--- config.mk ---
export PLATFORM = sky130hd
export DESIGN_NAME = dmem_ctrl_flat
export DESIGN_NICKNAME = d
export VERILOG_FILES = /design/src/rtl/dmem_ctrl_if.sv /design/src/rtl/dmem_ctrl.sv /design/src/flat_wrapper.sv
export SDC_FILE = /design/constraint.sdc
export NUM_CORES = 1
export LEC_CHECK = 0
export ABC_AREA = 1
export CELL_PAD_IN_SITES_DETAIL_PLACEMENT = 1
export CELL_PAD_IN_SITES_GLOBAL_PLACEMENT = 1
export CORE_MARGIN = 3
export CORE_UTILIZATION = 34
export CTS_BUF_LIST = sky130_fd_sc_hd__clkbuf_4 sky130_fd_sc_hd__clkbuf_8
export CTS_CLUSTER_DIAMETER = 80
export CTS_CLUSTER_SIZE = 25
export DETAILED_ROUTE_END_ITERATION = 6
export PLACE_DENSITY = 0.95
export SLEW_MARGIN = 20
export SYNTH_ARGS = -nofsm -noshare
export SYNTH_HDL_FRONTEND = slang
export SYNTH_SLANG_ARGS = --single-unit
export TNS_END_PERCENT = 50
--- constraint.sdc ---
create_clock -name clk -period 4.1 [get_ports clk]
set_input_delay 1.23 -clock clk [delete_from_list [all_inputs] [get_ports clk]]
set_output_delay 1.23 -clock clk [all_outputs]
set_load 0.05 [all_outputs]
--- src/rtl/dmem_ctrl_if.sv ---
// Requester-side bus of the data-memory controller: two ports (0 = LSU, 1 = debug/DMA)
// packed side by side, one bit or field per port.
interface dmem_ctrl_if;
  logic [1:0]       req_i;
  logic [1:0]       we_i;
  logic [1:0][31:0] addr_i;
  logic [1:0][1:0]  size_i;
  logic [1:0]       uns_i;
  logic [1:0][31:0] wdata_i;
  logic [1:0]       gnt_o;
  logic [1:0]       rvalid_o;
  logic [1:0][31:0] rdata_o;
  logic [1:0]       err_o;

  modport master (
    output req_i, we_i, addr_i, size_i, uns_i, wdata_i,
    input  gnt_o, rvalid_o, rdata_o, err_o
  );

  modport slave (
    input  req_i, we_i, addr_i, size_i, uns_i, wdata_i,
    output gnt_o, rvalid_o, rdata_o, err_o
  );
endinterface

--- src/rtl/dmem_ctrl.sv ---
// Two-port round-robin data-memory controller: word accesses to a combinational-read
// memory, sub-word loads by lane extraction, sub-word stores by read-modify-write.
module dmem_ctrl #(
  parameter int unsigned DEPTH = 64,
  parameter int unsigned AW    = $clog2(DEPTH)
) (
  input  logic          clk,
  input  logic          rst_n,
  dmem_ctrl_if.slave    bus,
  output logic          mem_rd_en,
  output logic          mem_wr_en,
  output logic [AW-1:0] mem_addr,
  output logic [31:0]   mem_wdata,
  input  logic [31:0]   mem_rdata
);

  localparam logic [31:0] ADDR_LIMIT = 32'(DEPTH * 4);

  typedef enum logic [2:0] {IDLE, LD, ST, RMW_RD, RMW_WR} state_t;

  state_t        state_q, state_d;
  logic          ptr_q;
  logic          port_q;
  logic [AW+1:0] addr_q;
  logic [1:0]    size_q;
  logic          uns_q;
  logic [31:0]   wdata_q;
  logic [31:0]   hold_q;
  logic [31:0]   rdata_q;
  logic [1:0]    rvalid_q;
  logic          err_q;

  logic          any_req;
  logic          win;
  logic [31:0]   win_addr;
  logic [1:0]    win_size;
  logic          acc_err;
  logic [1:0]    gnt;
  logic [7:0]    ld_byte;
  logic [15:0]   ld_half;
  logic [31:0]   ld_data;
  logic [31:0]   merged;

  // On a tie the port that did not win last time goes first.
  assign any_req  = |bus.req_i;
  assign win      = (bus.req_i == 2'b11) ? ~ptr_q : bus.req_i[1];
  assign win_addr = bus.addr_i[win];
  assign win_size = bus.size_i[win];
  assign acc_err  = (win_size == 2'b11)
                 || (win_size == 2'b01 && win_addr[0])
                 || (win_size == 2'b10 && win_addr[1:0] != 2'b00)
                 || (win_addr >= ADDR_LIMIT);

  always_ff @(posedge clk or negedge rst_n) begin
    if (!rst_n) state_q <= IDLE;
    else        state_q <= state_d;
  end

  always_comb begin
    state_d   = state_q;
    gnt       = '0;
    mem_rd_en = 1'b0;
    mem_wr_en = 1'b0;
    mem_addr  = '0;
    mem_wdata = '0;
    unique case (state_q)
      IDLE: begin
        if (any_req) begin
          gnt[win] = 1'b1;
          if (acc_err)               state_d = IDLE;
          else if (!bus.we_i[win])   state_d = LD;
          else if (win_size == 2'b10) state_d = ST;
          else                       state_d = RMW_RD;
        end
      end
      LD: begin
        mem_rd_en = 1'b1;
        mem_addr  = addr_q[AW+1:2];
        state_d   = IDLE;
      end
      ST: begin
        mem_wr_en = 1'b1;
        mem_addr  = addr_q[AW+1:2];
        mem_wdata = wdata_q;
        state_d   = IDLE;
      end
      RMW_RD: begin
        mem_rd_en = 1'b1;
        mem_addr  = addr_q[AW+1:2];
        state_d   = RMW_WR;
      end
      RMW_WR: begin
        mem_wr_en = 1'b1;
        mem_addr  = addr_q[AW+1:2];
        mem_wdata = hold_q;
        state_d   = IDLE;
      end
      default: state_d = IDLE;
    endcase
  end

  // Load lane extraction and store lane merge, both from the latched address.
  always_comb begin
    ld_byte = mem_rdata[{addr_q[1:0], 3'b000} +: 8];
    ld_half = mem_rdata[{addr_q[1], 4'b0000} +: 16];
    unique case (size_q)
      2'b00:   ld_data = uns_q ? {24'h000000, ld_byte} : {{24{ld_byte[7]}}, ld_byte};
      2'b01:   ld_data = uns_q ? {16'h0000, ld_half} : {{16{ld_half[15]}}, ld_half};
      default: ld_data = mem_rdata;
    endcase
    merged = mem_rdata;
    if (size_q == 2'b00) merged[{addr_q[1:0], 3'b000} +: 8]  = wdata_q[7:0];
    else                 merged[{addr_q[1], 4'b0000} +: 16] = wdata_q[15:0];
  end

  always_ff @(posedge clk or negedge rst_n) begin
    if (!rst_n) begin
      ptr_q    <= 1'b1;
      port_q   <= 1'b0;
      addr_q   <= '0;
      size_q   <= '0;
      uns_q    <= 1'b0;
      wdata_q  <= '0;
      hold_q   <= '0;
      rdata_q  <= '0;
      rvalid_q <= '0;
      err_q    <= 1'b0;
    end else begin
      rvalid_q <= '0;
      err_q    <= 1'b0;
      rdata_q  <= '0;
      unique case (state_q)
        IDLE: begin
          if (any_req) begin
            ptr_q   <= win;
            port_q  <= win;
            addr_q  <= win_addr[AW+1:0];
            size_q  <= win_size;
            uns_q   <= bus.uns_i[win];
            wdata_q <= bus.wdata_i[win];
            if (acc_err) begin
              rvalid_q[win] <= 1'b1;
              err_q         <= 1'b1;
            end
          end
        end
        LD: begin
          rdata_q          <= ld_data;
          rvalid_q[port_q] <= 1'b1;
        end
        ST, RMW_WR: rvalid_q[port_q] <= 1'b1;
        RMW_RD:     hold_q <= merged;
        default: ;
      endcase
    end
  end

  assign bus.gnt_o      = gnt;
  assign bus.rvalid_o   = rvalid_q;
  assign bus.err_o      = err_q ? rvalid_q : 2'b00;
  assign bus.rdata_o[0] = rvalid_q[0] ? rdata_q : '0;
  assign bus.rdata_o[1] = rvalid_q[1] ? rdata_q : '0;

endmodule

--- src/flat_wrapper.sv ---
// flat-port wrapper written by rule: the top's interface ports become plain ports
module dmem_ctrl_flat 
#(
  parameter int unsigned DEPTH = 64,
  parameter int unsigned AW    = $clog2(DEPTH)
)
  (clk, rst_n, mem_rd_en, mem_wr_en, mem_addr, mem_wdata, mem_rdata, bus_req_i, bus_we_i, bus_addr_i, bus_size_i, bus_uns_i, bus_wdata_i, bus_gnt_o, bus_rvalid_o, bus_rdata_o, bus_err_o);
  dmem_ctrl_if bus_i ();
  input  logic clk;
  input  logic rst_n;
  output logic mem_rd_en;
  output logic mem_wr_en;
  output logic [AW-1:0] mem_addr;
  output logic [31:0] mem_wdata;
  input  logic [31:0] mem_rdata;
  input wire logic [$bits(bus_i.req_i)-1:0] bus_req_i;
  input wire logic [$bits(bus_i.we_i)-1:0] bus_we_i;
  input wire logic [$bits(bus_i.addr_i)-1:0] bus_addr_i;
  input wire logic [$bits(bus_i.size_i)-1:0] bus_size_i;
  input wire logic [$bits(bus_i.uns_i)-1:0] bus_uns_i;
  input wire logic [$bits(bus_i.wdata_i)-1:0] bus_wdata_i;
  output wire logic [$bits(bus_i.gnt_o)-1:0] bus_gnt_o;
  output wire logic [$bits(bus_i.rvalid_o)-1:0] bus_rvalid_o;
  output wire logic [$bits(bus_i.rdata_o)-1:0] bus_rdata_o;
  output wire logic [$bits(bus_i.err_o)-1:0] bus_err_o;
  assign bus_i.req_i = bus_req_i;
  assign bus_i.we_i = bus_we_i;
  assign bus_i.addr_i = bus_addr_i;
  assign bus_i.size_i = bus_size_i;
  assign bus_i.uns_i = bus_uns_i;
  assign bus_i.wdata_i = bus_wdata_i;
  assign bus_gnt_o = bus_i.gnt_o;
  assign bus_rvalid_o = bus_i.rvalid_o;
  assign bus_rdata_o = bus_i.rdata_o;
  assign bus_err_o = bus_i.err_o;
  dmem_ctrl #(.DEPTH(DEPTH), .AW(AW)) u_core (.clk(clk), .rst_n(rst_n), .bus(bus_i), .mem_rd_en(mem_rd_en), .mem_wr_en(mem_wr_en), .mem_addr(mem_addr), .mem_wdata(mem_wdata), .mem_rdata(mem_rdata));
endmodule
==> insert_results.sql <==
INSERT INTO impl_metrics (metric_group, metric, value, unit) VALUES
('timing', 'worst-slew-pin-transition', '1040', 'ps'),
('clock_tree', 'cts_root_buf', 'sky130_fd_sc_hd__clkbuf_8', ''),
('global_route', 'grt_use_total', '0.273', ''),
('yosys', 'synth.distinct_cells', '34', ''),
('clock_tree', 'tritoncts_clock_tree', 'built', ''),
('clock_tree', 'clk_transition_reported_paths', '70', 'ps'),
('timing', 'grt_setup_unrepaired', 'false', ''),
('clock_tree', 'clock_sinks', '115', ''),
('global_route', 'grt_most_used_layer', 'met2', ''),
('critical_path', 'timing_worst_setup_path_type', 'primary input to primary output', ''),
('critical_path', 'setup.worst_path.start_class', 'primary input', ''),
('timing', 'hold_slack', '490', 'ps'),
('critical_path', 'slowest_stage', 'sky130_fd_sc_hd__clkdlybuf4s50_1', ''),
('critical_path', 'cp_cell_sequence', 'clkdlybuf4s50_1 -> nor2_1 -> nor2_4 -> nand2_1 -> inv_2 -> buf_12', ''),
('floorplan', 'num_io_pins', '282', ''),
('floorplan', 'floorplan.initialDensity', '0.351', ''),
('detailed_routing', 'dr_total_vias', '8346', ''),
('clock_tree', 'clk_latency', '450', 'ps'),
('run_status', 'outcome', 'finished, final reports clean', ''),
('cells_and_area', 'num-nets-final', '1475', ''),
('critical_path', 'max_stage_delay', '630', 'ps'),
('critical_path', 'critPathArrivalTime', '2460', 'ps'),
('floorplan', 'std_cell_rows', '52', ''),
('yosys', 'seq_cells_post_synth', '115', ''),
('detailed_routing', 'post_dr_vias_cell', '5.28', ''),
('clock_tree', 'postCtsSetupBuffers', '0', ''),
('timing', 'final_period_minus_worst_setup_slack', '3690', 'ps'),
('global_route', 'globalRouteMet1Util', '0.307', ''),
('timing', 'finClkSkew', '14.8', 'ps'),
('yosys', 'synth.yosys.warnings', '0', ''),
('cells_and_area', 'core_occupancy_in_the_finished_layout', '0.537', ''),
('cells_and_area', 'antennaDiodeCount', '0', ''),
('cells_and_area', 'total_non_filler_cell_area_in_the_finished_layout', '0.0110', 'mm^2'),
('power', 'ir_worst_vdd', '177', 'uV'),
('power', 'total_leakage_power', '5.42', 'nW'),
('clock_tree', 'cts_repair_resize_count', '0', ''),
('critical_path', 'worstPathRequired', '2870', 'ps'),
('yosys', 'synth-seq-area-share', '0.399', ''),
('placed_design', 'count_of_input_and_output_buffers', '281', ''),
('timing', 'final-hold-violation-count', '0', ''),
('global_route', 'grt_pass1_wl', '48200', 'um'),
('cells_and_area', 'syn_to_final_growth', '53.1', '%'),
('timing', 'final-max-slew-violation-count', '0', ''),
('clock_tree', 'ctsLongestPathBuffers', '2', ''),
('placed_design', 'post_dp_cell_area', '0.0106', 'mm^2'),
('detailed_routing', 'drt_iter0_drc', '539', ''),
('floorplan', 'die_h', '152', 'um'),
('floorplan', 'die_w', '152', 'um'),
('global_route', 'gr-usage-met2', '0.478', ''),
('placed_design', 'gp_congestion', '0.887', ''),
('cells_and_area', 'layout-drive-gt1-share', '0.0938', ''),
('detailed_routing', 'ant_nets', '0', ''),
('global_route', 'grt_max_degree', '85', ''),
('power', 'cellPowerDensity', '282', 'mW/mm^2'),
('detailed_routing', 'detail_route.first_pass.iterations', '5', ''),
('global_route', 'met3_global_route_usage', '0.0726', ''),
('floorplan', 'core-area', '0.0206', 'mm^2'),
('yosys', 'synthesis.instances', '1045', ''),
('yosys', 'syn_avg_cell_area', '6.91', 'um^2'),
('global_route', 'globalRouteOverflowTotal', '0', ''),
('yosys', 'synth_edf_count', '0', ''),
('global_route', 'first_global_vias', '8906', ''),
('yosys', 'synth-main-ff-cell', 'sky130_fd_sc_hd__dfrtp_1', ''),
('detailed_routing', 'routed_wl', '31500', 'um'),
('clock_tree', 'numCtsBuffers', '17', ''),
('timing', 'final.period_utilization', '0.900', ''),
('critical_path', 'end_kind', 'primary output', ''),
('clock_tree', 'cts_hold_repair.buffers', '0', ''),
('timing', 'timing.max_slew.rel_slack', '0.302', ''),
('floorplan', 'die_area', '0.0230', 'mm^2'),
('timing', 'setup_tns', '0', 'ps');
## routing by layer
| layer | routed length (um) | share of wire |
|---|---|---|
| met1 | 11900 | 0.38 |
| met2 | 15700 | 0.50 |
| met3 | 2550 | 0.081 |
| met4 | 1410 | 0.045 |
| met5 | 0 | 0 |
## power by group
| group | leakage (nW) | switching (mW) | total (mW) | internal, mW |
|---|---|---|---|---|
| registers | 1.34 | 0.0407 | 1.23 | 1.19 |
| logic | 3.87 | 0.458 | 0.757 | 0.299 |
| clock network | 0.209 | 0.487 | 1.13 | 0.641 |
## flip-flops by register name, indices dropped and copies added, names as in the netlist
name / count
u_core.port_q: 1
u_core.bus.rvalid_o: 2
u_core.state_q: 3
u_core.uns_q: 1
u_core.addr_q: 8
u_core.rdata_q: 32
u_core.ptr_q: 1
u_core.err_q: 1
u_core.wdata_q: 32
u_core.hold_q: 32
u_core.size_q: 2
## final cells by class
class | instances | area (um^2)
clock inverters | 7 | 96.3
repair buffers | 293 | 3320
well taps | 270 | 338
fillers | 2549 | 9510
inverters | 195 | 732
multi-input cells | 676 | 3350
clock buffers | 25 | 325
flip-flops and latches | 115 | 2880
## per-stage QoR
| stage | setup slack, ps | std cells |
|---|---|---|
| 5_1_grt | 303 | 1581 |
| 4_1_cts | 387 | 1581 |
| 2_1_floorplan | 671 | 1045 |
| 3_3_place_gp | 394 | 1549 |
| 3_5_place_dp | 389 | 1549 |
| 6_report | 408 | 1581 |
## Yosys cell counts, drive strengths merged, types with 6 or more instances
cell type | instances | area [um^2]
nand3 | 26 | 130
clkbuf | 31 | 116
or2 | 7 | 43.8
o21ai | 89 | 449
o22ai | 40 | 250
nand2 | 253 | 970
o221ai | 21 | 184
buf | 28 | 143
a21oi | 38 | 201
dfrtp | 114 | 2850
o211ai | 55 | 413
o31ai | 6 | 45.0
inv | 195 | 732
nor2 | 125 | 524
## critical path: cells and delay by family
| family | cells | cell delay (ps) |
|---|---|---|
| buffers and inverters | 3 | 900 |
| and+or+nand+nor | 3 | 330 |
## layout by cell type (no fill, tap or decap), types with 2 or more instances in the layout
master	n
sky130_fd_sc_hd__a21oi_1	37
sky130_fd_sc_hd__o22ai_1	40
sky130_fd_sc_hd__o221ai_1	21
sky130_fd_sc_hd__a31oi_1	3
sky130_fd_sc_hd__or2_2	7
sky130_fd_sc_hd__inv_2	3
sky130_fd_sc_hd__o21ai_0	87
sky130_fd_sc_hd__nand2_2	5
sky130_fd_sc_hd__nor2_2	13
sky130_fd_sc_hd__o211ai_1	55
sky130_fd_sc_hd__buf_12	42
sky130_fd_sc_hd__ha_1	5
sky130_fd_sc_hd__nand2_1	247
sky130_fd_sc_hd__inv_1	192
sky130_fd_sc_hd__nor3_1	3
sky130_fd_sc_hd__buf_4	12
sky130_fd_sc_hd__nor2_1	108
sky130_fd_sc_hd__clkinvlp_4	3
sky130_fd_sc_hd__clkbuf_4	3
sky130_fd_sc_hd__o31ai_1	6
sky130_fd_sc_hd__bufinv_16	2
sky130_fd_sc_hd__nand3_1	26
sky130_fd_sc_hd__clkbuf_8	22
sky130_fd_sc_hd__nor2_4	4
sky130_fd_sc_hd__dfrtp_1	113
sky130_fd_sc_hd__clkdlybuf4s50_1	239
## logic make-up (layout without fill, tap and decap cells)
group	count (synthesis)	count (layout)	synth area share
AOI/OAI and AO/OA	255	255	0.220
buffers and inverters	254	520	0.137
adders and majority gates	5	5	0.00867
and+or+nand+nor	415	415	0.234
muxes	1	1	0.00139
DFF	115	115	0.399
## path summary, 6_finish.rpt
check | to | depth (start not counted) | start | slack (ps)
worst max-delay path | bus_gnt_o[0] | 6 | bus_req_i[1] | 410
worst min-delay path | u_core.bus.rvalid_o[1] | 2 | u_core.port_q | 490
worst max register to register | u_core.rdata_q[19] | 9 | u_core.size_q[1] | 1320
worst min register to register | u_core.bus.rvalid_o[1] | 2 | u_core.port_q | 490
max in group asynchronous | u_core.wdata_q[28] | 2 | rst_n | 2500
min in group asynchronous | u_core.hold_q[13] | 1 | rst_n | 800
(Power assumes the default switching activity.)
